===== config.mk =====
export PLATFORM = sky130hd
export DESIGN_NAME = header_msg_receiver_flat
export DESIGN_NICKNAME = d
export VERILOG_FILES = /design/src/rtl/hdr_msg_pkg.sv /design/src/rtl/header_msg_receiver_if.sv /design/src/rtl/inter_byte_timer.sv /design/src/rtl/header_msg_receiver.sv /design/src/flat_wrapper.sv
export SDC_FILE = /design/constraint.sdc
export NUM_CORES = 1
export LEC_CHECK = 0
export BUFFER_PORTS_ARGS = -buffer_cell sky130_fd_sc_hd__clkbuf_2
export CORE_ASPECT_RATIO = 1.4
export CORE_MARGIN = 3
export CORE_UTILIZATION = 30
export DETAILED_ROUTE_END_ITERATION = 10
export PLACE_DENSITY = 0.56
export SYNTH_ARGS = -nofsm -noshare
export SYNTH_HDL_FRONTEND = slang
export SYNTH_SLANG_ARGS = --single-unit

===== constraint.sdc =====
create_clock -name Clock -period 1.4 [get_ports Clock]
set_input_delay 0.28 -clock Clock [delete_from_list [all_inputs] [get_ports Clock]]
set_output_delay 0.28 -clock Clock [all_outputs]
set_load 0.005 [all_outputs]

===== src/rtl/hdr_msg_pkg.sv =====
// rtl/hdr_msg_pkg.sv - shared header format constants and receiver state encoding
package hdr_msg_pkg;

    localparam logic [15:0] SYNC_WORD    = 16'h1234;
    localparam int          HEADER_BYTES = 8;

    // Byte offsets of each 16-bit field on the wire, LSB byte first
    localparam int SYNC_OFFSET       = 0;
    localparam int BYTE_COUNT_OFFSET = 2;
    localparam int MSG_ID_OFFSET     = 4;
    localparam int SEQ_NUMBER_OFFSET = 6;

    localparam int STAGE_BITS = 48;

    typedef enum logic [1:0] {
        HUNT0  = 2'd0,
        HUNT1  = 2'd1,
        FIELDS = 2'd2
    } rx_state_e;

    // Bit position of a field inside the staging register once all field bytes are in
    function automatic int field_lsb(input int byte_offset);
        return (byte_offset - BYTE_COUNT_OFFSET) * 8;
    endfunction

endpackage


===== src/rtl/header_msg_receiver_if.sv =====
// rtl/header_msg_receiver_if.sv - byte input and parsed message output bundle
interface header_msg_receiver_if;
    logic        ByteReady;
    logic [7:0]  InputByte;
    logic        MsgComplete;
    logic [15:0] MsgID;
    logic [15:0] SeqNumber;
    logic        BadLength;
    logic        Timeout;

    modport master (
        output ByteReady, InputByte,
        input  MsgComplete, MsgID, SeqNumber, BadLength, Timeout
    );

    modport slave (
        input  ByteReady, InputByte,
        output MsgComplete, MsgID, SeqNumber, BadLength, Timeout
    );
endinterface


===== src/rtl/inter_byte_timer.sv =====
// rtl/inter_byte_timer.sv - inter-byte gap counter, flags expiry after TimeoutCycles idle clocks
module inter_byte_timer #(
    parameter int TimeoutCycles = 100000
) (
    input  logic Clock,
    input  logic Clear,
    input  logic clr,
    input  logic en,
    output logic expired
);
    localparam int W = $clog2(TimeoutCycles + 1);

    logic [W-1:0] count_q, count_d;

    // A byte on the expiry cycle clears the counter and suppresses expiry
    assign expired = en && !clr && (count_q == W'(TimeoutCycles));

    always_comb begin
        count_d = count_q;
        if (clr || !en || expired) begin
            count_d = '0;
        end else begin
            count_d = count_q + 1'b1;
        end
    end

    always_ff @(posedge Clock or negedge Clear) begin
        if (!Clear) begin
            count_q <= '0;
        end else begin
            count_q <= count_d;
        end
    end
endmodule


===== src/rtl/header_msg_receiver.sv =====
// rtl/header_msg_receiver.sv - sync-hunting header parser; HDR_RX_TIMEOUT_EN adds an inter-byte timeout
module header_msg_receiver
    import hdr_msg_pkg::*;
#(
    parameter logic [15:0] SyncWord      = SYNC_WORD,
    parameter int          HeaderBytes   = HEADER_BYTES,
    parameter int          TimeoutCycles = 100000
) (
    input  logic                 Clock,
    input  logic                 Clear,
    header_msg_receiver_if.slave bus
);
    localparam int         BcLsb   = field_lsb(BYTE_COUNT_OFFSET);
    localparam int         IdLsb   = field_lsb(MSG_ID_OFFSET);
    localparam int         SeqLsb  = field_lsb(SEQ_NUMBER_OFFSET);
    localparam logic [2:0] LastCnt = 3'(HeaderBytes - 3);

    rx_state_e              state_q, state_d;
    logic [2:0]             cnt_q, cnt_d;
    logic [STAGE_BITS-1:0]  stage_q, stage_d;
    logic [15:0]            msg_id_q, msg_id_d;
    logic [15:0]            seq_q, seq_d;
    logic                   complete_q, complete_d;
    logic                   bad_q, bad_d;
    logic                   timeout_q, timeout_d;

`ifdef HDR_RX_TIMEOUT_EN
    logic timer_expired;

    inter_byte_timer #(
        .TimeoutCycles(TimeoutCycles)
    ) u_timer (
        .Clock  (Clock),
        .Clear  (Clear),
        .clr    (bus.ByteReady),
        .en     (state_q != HUNT0),
        .expired(timer_expired)
    );
`else
    logic unused_timeout_cfg;
    assign unused_timeout_cfg = ^TimeoutCycles;
`endif

    always_comb begin
        state_d    = state_q;
        cnt_d      = cnt_q;
        stage_d    = stage_q;
        msg_id_d   = msg_id_q;
        seq_d      = seq_q;
        complete_d = 1'b0;
        bad_d      = 1'b0;
        timeout_d  = 1'b0;

        // Staging only shifts in FIELDS, so it still holds the header one edge later
        if (complete_q) begin
            msg_id_d = stage_q[IdLsb +: 16];
            seq_d    = stage_q[SeqLsb +: 16];
        end

        if (bus.ByteReady) begin
            case (state_q)
                HUNT0: begin
                    if (bus.InputByte == SyncWord[7:0]) state_d = HUNT1;
                end
                HUNT1: begin
                    if (bus.InputByte == SyncWord[15:8]) begin
                        state_d = FIELDS;
                        cnt_d   = '0;
                    end else if (bus.InputByte == SyncWord[7:0]) begin
                        state_d = HUNT1;
                    end else begin
                        state_d = HUNT0;
                    end
                end
                FIELDS: begin
                    stage_d = {bus.InputByte, stage_q[STAGE_BITS-1:8]};
                    cnt_d   = cnt_q + 3'd1;
                    if (cnt_q == LastCnt) begin
                        state_d = HUNT0;
                        cnt_d   = '0;
                        if (stage_d[BcLsb +: 16] == 16'(HeaderBytes)) complete_d = 1'b1;
                        else                                         bad_d      = 1'b1;
                    end
                end
                default: state_d = HUNT0;
            endcase
        end
`ifdef HDR_RX_TIMEOUT_EN
        else if (timer_expired) begin
            state_d   = HUNT0;
            cnt_d     = '0;
            timeout_d = 1'b1;
        end
`endif
    end

    always_ff @(posedge Clock or negedge Clear) begin
        if (!Clear) begin
            state_q    <= HUNT0;
            cnt_q      <= '0;
            stage_q    <= '0;
            msg_id_q   <= '0;
            seq_q      <= '0;
            complete_q <= 1'b0;
            bad_q      <= 1'b0;
            timeout_q  <= 1'b0;
        end else begin
            state_q    <= state_d;
            cnt_q      <= cnt_d;
            stage_q    <= stage_d;
            msg_id_q   <= msg_id_d;
            seq_q      <= seq_d;
            complete_q <= complete_d;
            bad_q      <= bad_d;
            timeout_q  <= timeout_d;
        end
    end

    assign bus.MsgComplete = complete_q;
    assign bus.BadLength   = bad_q;
    assign bus.MsgID       = msg_id_q;
    assign bus.SeqNumber   = seq_q;
`ifdef HDR_RX_TIMEOUT_EN
    assign bus.Timeout     = timeout_q;
`else
    assign bus.Timeout     = 1'b0;
`endif
endmodule


===== src/flat_wrapper.sv =====
// flat-port wrapper written by rule: the top's interface ports become plain ports
module header_msg_receiver_flat import hdr_msg_pkg::*;
#(
    parameter logic [15:0] SyncWord      = SYNC_WORD,
    parameter int          HeaderBytes   = HEADER_BYTES,
    parameter int          TimeoutCycles = 100000
)
  (Clock, Clear, bus_ByteReady, bus_InputByte, bus_MsgComplete, bus_MsgID, bus_SeqNumber, bus_BadLength, bus_Timeout);
  header_msg_receiver_if bus_i ();
  input  logic Clock;
  input  logic Clear;
  input wire logic [$bits(bus_i.ByteReady)-1:0] bus_ByteReady;
  input wire logic [$bits(bus_i.InputByte)-1:0] bus_InputByte;
  output wire logic [$bits(bus_i.MsgComplete)-1:0] bus_MsgComplete;
  output wire logic [$bits(bus_i.MsgID)-1:0] bus_MsgID;
  output wire logic [$bits(bus_i.SeqNumber)-1:0] bus_SeqNumber;
  output wire logic [$bits(bus_i.BadLength)-1:0] bus_BadLength;
  output wire logic [$bits(bus_i.Timeout)-1:0] bus_Timeout;
  assign bus_i.ByteReady = bus_ByteReady;
  assign bus_i.InputByte = bus_InputByte;
  assign bus_MsgComplete = bus_i.MsgComplete;
  assign bus_MsgID = bus_i.MsgID;
  assign bus_SeqNumber = bus_i.SeqNumber;
  assign bus_BadLength = bus_i.BadLength;
  assign bus_Timeout = bus_i.Timeout;
  header_msg_receiver #(.SyncWord(SyncWord), .HeaderBytes(HeaderBytes), .TimeoutCycles(TimeoutCycles)) u_core (.Clock(Clock), .Clear(Clear), .bus(bus_i));
endmodule

Word-level counts from Yosys, hierarchy flattened
Index checks and enable logic that the tools add are counted.

Add/subtract/negate cells: 1. Equality and inequality tests: 9. Mux-type cells: 16. Reduce and logical (&&, ||, !) cells: 5.

Operators with widths (number): $eq 16x4->1 const B (1); $mux 1 (9); $eq 8x5->1 const B (1); $eq 8x6->1 const B (1); $mux 2 (3); $mux 3 (2); $ne 2x1->1 const B (3); $pmux 2 s3 (1); $pmux 3 s2 (1); $reduce_and 3->1 (2); $add 3x1->3 const B (1); $eq 3x3->1 const B (1); $eq 2x1->1 const B (1); $eq 2x2->1 const B (1); $logic_not 2->1 (1); $reduce_and 2->1 (1); $reduce_bool 2->1 (1).

Register bits: 87. Input bits: 11. Output and inout port bits: 35. Word-level logic and storage cells: 38.

Depth between registers and ports, before layout
Gate-level depths: netlist of run 1.

Depth in word-level cells: 5. Gate-level depth with buffers: 5. Gate-level depth less buffers: 3.

Least setup slack after synthesis of run 1
OpenSTA, ideal clock, no wires.

Path kind: register to register. Start point: register u_core.state_q[1]. End point: register u_core.cnt_q[0]. Setup time: 0.135 ns. Arrival time: 1.274 ns. Data required time: 1.265 ns. Slack: -0.009 ns. Cell stages (with the launch flop): 4. Buffers on the path: 0. Clock period less this slack: 1.409 ns. Cell sequence: dfrtp_1 or4_4 nor4_4 o21ai_0.

Cells in the longest elaborated chain, start to end: 3. Elaborated cells between the ends (all ways): 6. Classes of those cells: eq/ne: 3; mux: 1; reduce/logical: 2.

Ends and longest elaborated chain: start, declared (RTL line header_msg_receiver.sv:18) `rx_state_e state_q, state_d;`; start signal, assigned (RTL line header_msg_receiver.sv:108) `state_q <= state_d;`; $eq 2x1->1 or $eq 2x2->1 (tied branches) (RTL line header_msg_receiver.sv:61) `case (state_q)`; $ne 2x1->1 (no source line) or $reduce_bool 2->1 (tied branches); $reduce_and 3->1 (no source line); end signal, assigned (RTL line header_msg_receiver.sv:109) `cnt_q <= cnt_d;`; end, declared (RTL line header_msg_receiver.sv:19) `logic [2:0] cnt_q, cnt_d;`.

Parallel ways exist; a longest one is shown, timed or not. A chain may end at the register's enable or synchronous reset.

Final worst setup path of run 1
Start point: register u_core.complete_q, in the netlist u_core.bus.MsgComplete. End point: output bus_MsgComplete.

RTL lines: start, declared (RTL line header_msg_receiver.sv:23) `logic complete_q, complete_d;`; start signal, assigned (RTL line header_msg_receiver.sv:113) `complete_q <= complete_d;`; end, declared (RTL line flat_wrapper.sv:14) `output wire logic [$bits(bus_i.MsgComplete)-1:0] bus_MsgComplete;`.

No word-level cell between the ends.

==> key figures, run 1 <==
Die
  – Core area: between 0.009 and 0.01 sq mm
  – Starting Density: around 31%
  – Rows: 43
  – Die area: 0.0115 sq mm
  – Die W: just over 90 microns
  – Num ports: between 40 and 50
  – Die H: 126 microns

Yosys
  – Top cell type by total area after synthesis: dfrtp_1
  – Post-Syn Instances: 194
  – Synth Register Bits: 79
  – Proportion of synthesized area in mux cells: between 20% and 30%
  – Combinational family with the most area after synthesis: multiplexers
  – Simple-Gate Fraction of Synth Area: 5.10%
  – Area share of the largest cell type after synthesis: 64.5%
  – Complex-gate fraction of the synthesized area: ~1.7%
  – Mapped Area: a little over 0.003 sq mm
  – Adder-Cell Fraction of Synth Area: 0%
  – Synth unique cells: 25
  – Seq/Total Area, Yosys: 64.5%
  – Area contributors post-synth: dfrtp_1, mux2_2, buf_2, nor4_1, mux2_1
  – Xor and xnor area share after synthesis: 0%
  – Synth Area per Inst: approximately 16 sq um
  – Yosys Warn Count: 0
  – Synthesized Nets: ~210

Cells and area
  – Nets@finish: between 200 and 300
  – # diodes: 0
  – Finished Layout Cells: approximately 390
  – P&R area growth vs syn: 27.7%
  – Core Util, Final: ~40%
  – Share of cells above drive strength 1: between 50% and 60%
  – Design Area, Final: roughly 0.004 sq mm
  – # fillers: 958

Setup path
  – Crit path cell chain: buf_12, clkbuf_2
  – Arrival time worst endpoint: between 1 and 1.5 ns
  – Startpoint Class: flop
  – CP max-delay cell: dfrtp_2
  – R2R setup slack: approximately 0.057 ns
  – R2R depth: 3
  – Crit. End Element: output port
  – Setup Crit Path Kind: flop to output port
  – Slowest stage delay, CP: about 0.44 ns
  – Start point of the critical path: u_core.bus.MsgComplete
  – WP data required: 1.12 ns
  – Reg2reg end: u_core.cnt_q[1]
  – Reg2reg start: u_core.state_q[1]
  – Critical path fanouts, max: 17

Power and ir drop
  – Worst ir drop on vdd: 617 uV
  – Static leakage: around 2.0 nW
  – Total Power: 4.88 mW
  – PwrDens: between 1000 and 1500 mW/mm^2

CTS
  – Worst-path clk slew: roughly 0.060 ns
  – H-Tree Depth: 3
  – Total CTS buffers: 9
  – Worst-Skew Late Latency: roughly 0.33 ns
  – Clock root cell: clkbuf_16
  – CTS tree: done
  – Clk buf depth: 2
  – Clock sinks: 79

Global routing
  – GR Overflow Total: 0
  – First-pass GRT wire length: 9370 microns
  – Initial antenna violation count: 0
  – Vias in the first global route: ~1.8k
  – Tot GR Track Use: a little over a tenth
  – Largest net degree at the start of global routing: 80

STA
  – Setup TNS: 0 ns
  – Shortest period the worst path allows: between 1 and 1.5 ns
  – RSZ-0062 raised after global routing: yes
  – Hold Violations, Final: 0
  – # setup viols final: 0
  – Final Max Slew Viols: 0
  – Final critical-path share of the clock period: between 90 and 100%
  – Final WS setup: around 0.057 ns
  – Worst hold slack: roughly 0.20 ns
  – Clk_skew: a little under 0.005 ns
  – F_max: approximately 740 MHz

Worst hold path
  – Hold Path End: u_core.stage_q[47]
  – Hold path depth: 2
  – Hold path startpoint: bus_InputByte[7]
  – Worst Hold Class: input pin to flop

Detailed routing
  – ANT nets after route: 0
  – Routed WL per cell: between 10 and 15 microns
  – DR vias: 1772
  – Drt initial violations: slightly below 60
  – Via-per-instance ratio: about 4.5
  – Final wirelength: roughly 5700 microns
  – Pre-Repair DR Iteration Count: 4
  – DRC viols: 0

Placed design
  – Dpl cell area: between 0.003 and 0.004 sq mm
  – Final Wtd Congestion: about 0.8
  – Placed Cells: 371
  – Worst Setup Slack post-DPL: -0.170 ns
  – DP HPWL: between 3000 and 4000 microns
  – # port buffers: 44

Outcome
  – Run status: finished, final reports clean

Job
  – Max-cap violations: 0
power by group:
group          internal (mW)  switching [mW]  total, mW
clock network           1.66           0.851       2.51
logic                 0.0245          0.0607     0.0851
registers               2.29         0.00113       2.29
total                   3.97           0.913       4.88
final cells by class:
cell class	instances	area, sq um	area share, %
clock inverter	3	65.1	1.66
multi-input combinational	102	1020	26.1
clock buffer	13	260	6.65
timing repair buffer	57	408	10.4
inverter	3	11.3	0.288
tap	135	169	4.32
sequential	79	1980	50.5
layer usage:
| metal | global-route usage (%) | vias up | share of wire (%) |
|---|---|---|---|
| met1 | 12.8 | 909 | 44 |
| met4 | 5.33 | 0 | 2.0 |
| li1 | - | 817 | - |
| met5 | 0 | - | 0 |
| met3 | 4.21 | 8 | 4.9 |
| met2 | 16.1 | 38 | 49 |
cell families (layout without fill, tap and decap cells):
kind of cell,count (synthesis),after routing
other,1,1
DFF,79,79
and+or+nand+nor,21,21
muxes,72,72
buffers and inverters,13,76
AOI/OAI and AO/OA,8,8
timing repair:
item,4_1_cts,5_1_grt
hold buffers,1,0
pin swaps,1,1
gates cloned,0,2
endpoints found under the hold margin,79,0
setup buffers,0,2
resized for setup,0,1
endpoints found under the setup margin,4,13
sequential cells by signal, indices dropped and copies added (netlist names):
name	cells
u_core.stage_q	40
u_core.bus.MsgID	16
u_core.bus.SeqNumber	16
u_core.cnt_q	3
u_core.state_q	2
u_core.bus.BadLength	1
u_core.bus.MsgComplete	1
worst max-delay path, delay by kind of cell (launching register included):
kind | cells | cell delay, ns
flip-flops | 1 | 0.44
buffers and inverters | 2 | 0.29
placed cells by master, fill, tap and decap left out:
cell type	synthesis	routed
dfrtp_1	79	78
mux2_2	70	70
clkbuf_2	0	43
clkbuf_16	0	11
buf_4	2	7
nor4_1	4	4
buf_12	0	4
nand3b_1	3	3
inv_1	3	3
nand2_1	3	3
nor3b_1	2	2
a21oi_1	2	2
nand2b_1	2	2
o22ai_1	2	2
a21o_1	2	2
mux2_1	2	2
bufinv_16	0	2
clkbuf_1	1	2
clkbuf_8	0	2
nor4b_1	1	1
nand4_1	1	1
nor3_1	1	1
or4_4	1	1
nand4b_1	1	1
nor4_4	1	1
o21ai_1	0	1
a21o_2	1	1
and3b_1	1	1
conb_1	1	1
clkinv_2	0	1
dlygate4sd3_1	0	1
dfrtp_2	0	1
synthesized netlist by cell type (all sizes together):
cell type and instances:
clkbuf 1, inv 3, mux2 72, o21ai 1, conb 1, nor4b 1, nand2b 2, nand3b 3
and3b 1, nor3b 2, a21o 3, nand2 3, o22ai 2, buf 9, a21oi 2, nor4 5
nand4b 1, nand4 1, dfrtp 79, or4 1, nor3 1
how the worst max path moves through the flow:
| stage | to | cells past startpoint |
|---|---|---|
| after global placement | u_core.cnt_q[1] | 4 |
| after global routing | u_core.cnt_q[1] | 3 |
| after CTS | bus_MsgComplete | 2 |
| after floorplan | u_core.cnt_q[1] | 3 |
| after detailed placement | u_core.cnt_q[1] | 4 |
| final | bus_MsgComplete | 2 |
Power figures use the tool's default switching activity.
==> run 2: changes to the inputs <==
--- a/config.mk
+++ b/config.mk
@@ -6,11 +6,13 @@
 export NUM_CORES = 1
 export LEC_CHECK = 0
 export BUFFER_PORTS_ARGS = -buffer_cell sky130_fd_sc_hd__clkbuf_2
+export CELL_PAD_IN_SITES_DETAIL_PLACEMENT = 1
+export CELL_PAD_IN_SITES_GLOBAL_PLACEMENT = 1
 export CORE_ASPECT_RATIO = 1.4
 export CORE_MARGIN = 3
 export CORE_UTILIZATION = 30
 export DETAILED_ROUTE_END_ITERATION = 10
-export PLACE_DENSITY = 0.56
+export PLACE_DENSITY = 0.64
 export SYNTH_ARGS = -nofsm -noshare
 export SYNTH_HDL_FRONTEND = slang
 export SYNTH_SLANG_ARGS = --single-unit
==> key figures, run 2 (same netlist as run 1, synthesis figures left out) <==
Setup path
  – Arrival time worst endpoint: 1.56 ns (was 1.06 ns)
  – Crit. End Element: flop (was output port)
  – Bufs and invs on worst path: 0 (was 2)
  – Crit path cell chain: or4_4, nor4_4, o22ai_1 (was buf_12, clkbuf_2)
  – WP data required: 1.60 ns (was 1.12 ns)
  – Slowest stage delay, CP: 0.45 ns (was 0.44 ns)
  – CP max-delay cell: or4_4 (was dfrtp_2)
  – Setup Crit Path Kind: flop to flop (was flop to output port)
  – Startpoint Class: flop (unchanged)
  – Critical path fanouts, max: 4 (was 17)
  – Worst path top cell family by delay: simple AND/OR/NAND/NOR gates (was flip-flops)

CTS
  – Worst-Skew Late Latency: 0.33 ns (about the same)
  – Clock sinks: 79 (unchanged)
  – Total CTS buffers: 9 (unchanged)
  – H-Tree Depth: 3 (unchanged)
  – Worst-path clk slew: 0.05 ns (was 0.06 ns)
  – Clock root cell: clkbuf_16 (unchanged)
  – Clk buf depth: 2 (unchanged)
  – CTS tree: done (unchanged)

Cells and area
  – Max reg flops: 40 (unchanged)
  – Finished Layout Cells: 388 (was 392)
  – Share of cells above drive strength 1: 54.5% (was 56.0%)
  – Largest reg by FF count: u_core.stage_q (unchanged)
  – Commonest non-fill, non-tap cells in the layout: dfrtp_1, mux2_2, clkbuf_2 (unchanged)
  – Nets@finish: 260 (was 263)
  – # diodes: 0 (unchanged)
  – P&R area growth vs syn: 25.4% (was 27.7%)
  – Commonest non-fill, non-tap cell in the layout: dfrtp_1 (unchanged)
  – Core Util, Final: 38.6% (was 39.3%)

Global routing
  – Tot GR Track Use: 11.7% (was 10.6%)
  – Initial antenna violation count: 0 (unchanged)
  – GR Overflow Total: 0 (unchanged)
  – Largest net degree at the start of global routing: 44 (was 80)
  – Vias in the first global route: 1956 (was 1803)
  – First-pass GRT wire length: 10400 microns (was 9370 microns)

STA
  – Shortest period the worst path allows: 1.37 ns (was 1.34 ns)
  – Worst hold slack: 0.198 ns (was 0.197 ns)
  – Clk_skew: 0.00503 ns (was 0.00496 ns)
  – F_max: 732 MHz (was 745 MHz)
  – # setup viols final: 0 (unchanged)
  – Final Max Slew Viols: 0 (unchanged)
  – RSZ-0062 raised after global routing: yes (unchanged)
  – Final critical-path share of the clock period: 97.6% (was 95.9%)
  – Final WS setup: 0.0338 ns (was 0.0573 ns)
  – Hold Violations, Final: 0 (unchanged)

Power and ir drop
  – Clk pwr share: 46.5% (was 51.4%)
  – Worst ir drop on vdd: 595 uV (was 617 uV)
  – PwrDens: 1160 mW/mm^2 (was 1250 mW/mm^2)
  – Sequential share of power: 51.4% (was 46.9%)
  – Static leakage: 2.00 nW (was 2.04 nW)
  – Logic pwr share: 2.1% (was 1.7%)
  – Switching Fraction: 20.1% (was 18.7%)
  – Internal power: 3.55 mW (was 3.97 mW)
  – P_sw: 0.893 mW (was 0.913 mW)

Placed design
  – Placed Cells: 368 (was 371)
  – Worst Setup Slack post-DPL: -0.183 ns (was -0.170 ns)
  – DP HPWL: 4110 microns (was 3630 microns)
  – # port buffers: 44 (unchanged)
  – Final Wtd Congestion: 0.704 (was 0.794)

Detailed routing
  – Final wirelength: 6460 microns (was 5740 microns)
  – Routed WL per cell: 16.6 microns (was 14.7 microns)
  – Via-per-instance ratio: 4.59 (was 4.52)
  – DR vias: 1780 (was 1772)
  – DRC viols: 0 (unchanged)
  – Pre-Repair DR Iteration Count: 2 (was 4)
  – ANT nets after route: 0 (unchanged)
  – Drt initial violations: 37 (was 58)

Job
  – Max-cap violations: 0 (unchanged)

Die
  – Starting Density: 30.8% (unchanged)
  – Die area: 0.0115 sq mm (unchanged)
  – Die H: 126 microns (unchanged)
  – Core area: 0.00995 sq mm (unchanged)
  – Num ports: 46 (unchanged)
  – Rows: 43 (unchanged)
  – Die W: 91.4 microns (unchanged)

Worst hold path
  – Worst Hold Class: input pin to flop (unchanged)

Outcome
  – Run status: finished, final reports clean (unchanged)
## run 2: cell type report
class                   count  area (sq um)
clock buffers              14           254
inverters                   3          11.3
multi-input cells         102          1020
clock inverters             1          5.00
repair buffers             54           403
fillers                  1040          6110
well taps                 135           169
flip-flops and latches     79          1980
## run 2: timing repair
| item | in CTS | in global routing |
|---|---|---|
| setup endpoints to repair | 4 | 37 |
| cloned | 0 | 3 |
| setup buffers | 0 | 1 |
| endpoints found under the hold margin | 23 | 0 |
| gates resized for setup | 0 | 1 |
| pin swaps | 1 | 0 |
| hold buffers | 1 | 0 |
## run 2: metrics by stage
stage | TNS [ns] | cell area (sq um) | power [mW]
floorplan | 0 | 3060 | 2.34
global placement | -0.354 | 3490 | 2.42
detailed placement | -0.652 | 3490 | 2.42
CTS | 0 | 3760 | 4.52
global route | -0.0817 | 3840 | 4.64
finish | 0 | 3840 | 4.45
## run 2: path summary, 6_finish.rpt
| check | from | end | slack [ns] | cells past startpoint |
|---|---|---|---|---|
| max | u_core.state_q[1] | u_core.cnt_q[2] | 0.03 | 3 |
| min | bus_InputByte[7] | u_core.stage_q[47] | 0.20 | 2 |
| max reg2reg | u_core.state_q[1] | u_core.cnt_q[2] | 0.03 | 3 |
| min reg2reg | u_core.bus.MsgID[3] | u_core.bus.MsgID[3] | 0.48 | 1 |
| max in group asynchronous | Clear | u_core.cnt_q[1] | 0.49 | 3 |
| min in group asynchronous | Clear | u_core.stage_q[13] | 0.42 | 2 |
## run 2: layer usage
metal	up-vias	wire length (microns)	track usage, %
met1	926	2970	14.6
met5	-	0	0
met2	38	3070	18.0
met4	0	154	6.66
li1	805	-	-
met3	11	262	3.13
## run 2: power by group through the flow
stage | sequential [mW] | combinational (mW) | clock (mW)
global placement | 2.33 | 0.0929 | 0
global route | 2.29 | 0.107 | 2.25
CTS | 2.29 | 0.0980 | 2.13
finish | 2.29 | 0.0934 | 2.07
floorplan | 2.33 | 0.0127 | 0
detailed placement | 2.33 | 0.0956 | 0
==> run 3: changes to the inputs <==
--- a/config.mk
+++ b/config.mk
@@ -6,13 +6,15 @@
 export NUM_CORES = 1
 export LEC_CHECK = 0
 export BUFFER_PORTS_ARGS = -buffer_cell sky130_fd_sc_hd__clkbuf_2
+export CAP_MARGIN = 0
 export CELL_PAD_IN_SITES_DETAIL_PLACEMENT = 1
 export CELL_PAD_IN_SITES_GLOBAL_PLACEMENT = 1
 export CORE_ASPECT_RATIO = 1.4
 export CORE_MARGIN = 3
 export CORE_UTILIZATION = 30
 export DETAILED_ROUTE_END_ITERATION = 10
-export PLACE_DENSITY = 0.64
+export PLACE_DENSITY = 0.61
+export SKIP_CTS_REPAIR_TIMING = 1
 export SYNTH_ARGS = -nofsm -noshare
 export SYNTH_HDL_FRONTEND = slang
 export SYNTH_SLANG_ARGS = --single-unit
==> constraint.sdc (replaced) <==
create_clock -name Clock -period 1.42 [get_ports Clock]
set_input_delay 0.284 -clock Clock [delete_from_list [all_inputs] [get_ports Clock]]
set_output_delay 0.284 -clock Clock [all_outputs]
set_load 0.005 [all_outputs]
==> key figures, run 3 (same netlist as run 1, synthesis figures left out) <==
CTS
  – Total CTS buffers: 9 (unchanged)
  – CTS tree: done (unchanged)
  – Clock sinks: 79 (unchanged)
  – H-Tree Depth: 3 (unchanged)
  – Worst-path clk slew: 0.06 ns (was 0.05 ns)
  – Worst-Skew Late Latency: 0.33 ns (about the same)
  – Clock root cell: clkbuf_16 (unchanged)
  – Clk buf depth: 2 (unchanged)

Die
  – Starting Density: 30.8% (unchanged)
  – Core area: 0.00995 sq mm (unchanged)
  – Die W: 91.4 microns (unchanged)
  – Rows: 43 (unchanged)
  – Die H: 126 microns (unchanged)
  – Num ports: 46 (unchanged)
  – Die area: 0.0115 sq mm (unchanged)

Cells and area
  – Max reg flops: 40 (unchanged)
  – P&R area growth vs syn: 25.8% (was 25.4%)
  – Core Util, Final: 38.7% (was 38.6%)
  – # diodes: 0 (unchanged)
  – Commonest non-fill, non-tap cells in the layout: dfrtp_1, mux2_2, clkbuf_2 (unchanged)
  – Largest reg by FF count: u_core.stage_q (unchanged)
  – Nets@finish: 261 (was 260)
  – # fillers: 1033 (was 1040)
  – Share of cells above drive strength 1: 56.5% (was 54.5%)
  – Finished Layout Cells: 390 (was 388)
  – Commonest non-fill, non-tap cell in the layout: dfrtp_1 (unchanged)

Detailed routing
  – Routed WL per cell: 15.6 microns (was 16.6 microns)
  – DR vias: 1770 (was 1780)
  – DRC viols: 0 (unchanged)
  – Final wirelength: 6070 microns (was 6460 microns)
  – ANT nets after route: 0 (unchanged)
  – Drt initial violations: 56 (was 37)
  – Pre-Repair DR Iteration Count: 4 (was 2)
  – Via-per-instance ratio: 4.54 (was 4.59)

STA
  – F_max: 708 MHz (was 732 MHz)
  – Setup TNS: 0 ns (unchanged)
  – Final critical-path share of the clock period: 99.5% (was 97.6%)
  – Clk_skew: 0.00666 ns (was 0.00503 ns)
  – # setup viols final: 0 (unchanged)
  – RSZ-0062 raised after global routing: yes (unchanged)
  – Shortest period the worst path allows: 1.41 ns (was 1.37 ns)
  – Hold Violations, Final: 0 (unchanged)
  – Final Max Slew Viols: 0 (unchanged)

Setup path
  – WP data required: 1.64 ns (was 1.60 ns)
  – Crit. End Element: flop (unchanged)
  – Arrival time worst endpoint: 1.63 ns (was 1.56 ns)
  – Critical path fanouts, max: 25 (was 4)
  – Startpoint Class: flop (unchanged)
  – Setup Crit Path Kind: flop to flop (unchanged)

Power and ir drop
  – Static leakage: 2.01 nW (was 2.00 nW)
  – Worst ir drop on vdd: 552 uV (was 595 uV)
  – PwrDens: 1190 mW/mm^2 (was 1160 mW/mm^2)
  – Total Power: 4.59 mW (was 4.45 mW)

Placed design
  – Final Wtd Congestion: 0.714 (was 0.704)
  – # port buffers: 44 (unchanged)
  – Placed Cells: 371 (was 368)
  – DP HPWL: 3980 microns (was 4110 microns)

Global routing
  – GR Overflow Total: 0 (unchanged)
  – Vias in the first global route: 1897 (was 1956)
  – First-pass GRT wire length: 9960 microns (was 10400 microns)
  – Largest net degree at the start of global routing: 62 (was 44)
  – Tot GR Track Use: 11.2% (was 11.7%)
  – Initial antenna violation count: 0 (unchanged)

Worst hold path
  – Worst Hold Class: input pin to flop (unchanged)

Outcome
  – Run status: finished, final reports clean (unchanged)

Job
  – Max-cap violations: 0 (unchanged)
==> run 3: path summary, 6_finish.rpt <==
kind	start	to	slack (ns)	cells after the start
max	u_core.state_q[1]	u_core.stage_q[21]	0.007	4
min	bus_InputByte[0]	u_core.stage_q[40]	0.20	2
max reg2reg	u_core.state_q[1]	u_core.stage_q[21]	0.007	4
min reg2reg	u_core.bus.MsgID[3]	u_core.bus.MsgID[3]	0.48	1
max in group asynchronous	Clear	u_core.stage_q[28]	0.65	3
min in group asynchronous	Clear	u_core.stage_q[40]	0.48	3
==> run 3: layout make-up <==
class,count,area [sq um],area share (%)
Clock buffer,13,280,7.27
Timing Repair Buffer,55,375,9.73
Multi-Input combinational cell,102,1030,26.7
Sequential cell,79,1980,51.3
Tap cell,135,169,4.38
Inverter,3,11.3,0.292
Clock inverter,3,15.0,0.389
==> run 3: through the flow <==
step                      cell area, sq um  hold slack [ns]  setup WS [ns]
after global placement                3510            0.294        -0.0465
after floorplan                       3060          -0.0116         0.0110
after global routing                  3860            0.206        -0.0335
after CTS                             3810          -0.0669        -0.0693
after detailed placement              3510            0.294        -0.0875
final                                 3860            0.203        0.00683
==> run 3: critical path, cell delays in order, from the launching register on <==
cell,delay (ns)
dfrtp_1,0.38
buf_4,0.14
nand3b_1,0.20
buf_12,0.21
mux2_2,0.36
==> run 3: power breakdown <==
group | leakage, nW | internal (mW) | switching, mW | total [mW]
clock | 0.151 | 1.37 | 0.874 | 2.24
sequential | 1.10 | 2.25 | 0.00110 | 2.25
combinational | 0.759 | 0.0276 | 0.0640 | 0.0916
total | 2.01 | 3.65 | 0.939 | 4.59
==> run 3: per-layer routing <==
layer  GRT usage [%]  wire length (microns)  up-vias  share of wire (%)
met4            5.86                    106        0                1.7
li1                -                      -      810                  -
met3            3.67                    201        9                3.3
met1            13.8                   2770      917                 46
met2            17.5                   2990       34                 49
met5               0                      0        -                  0
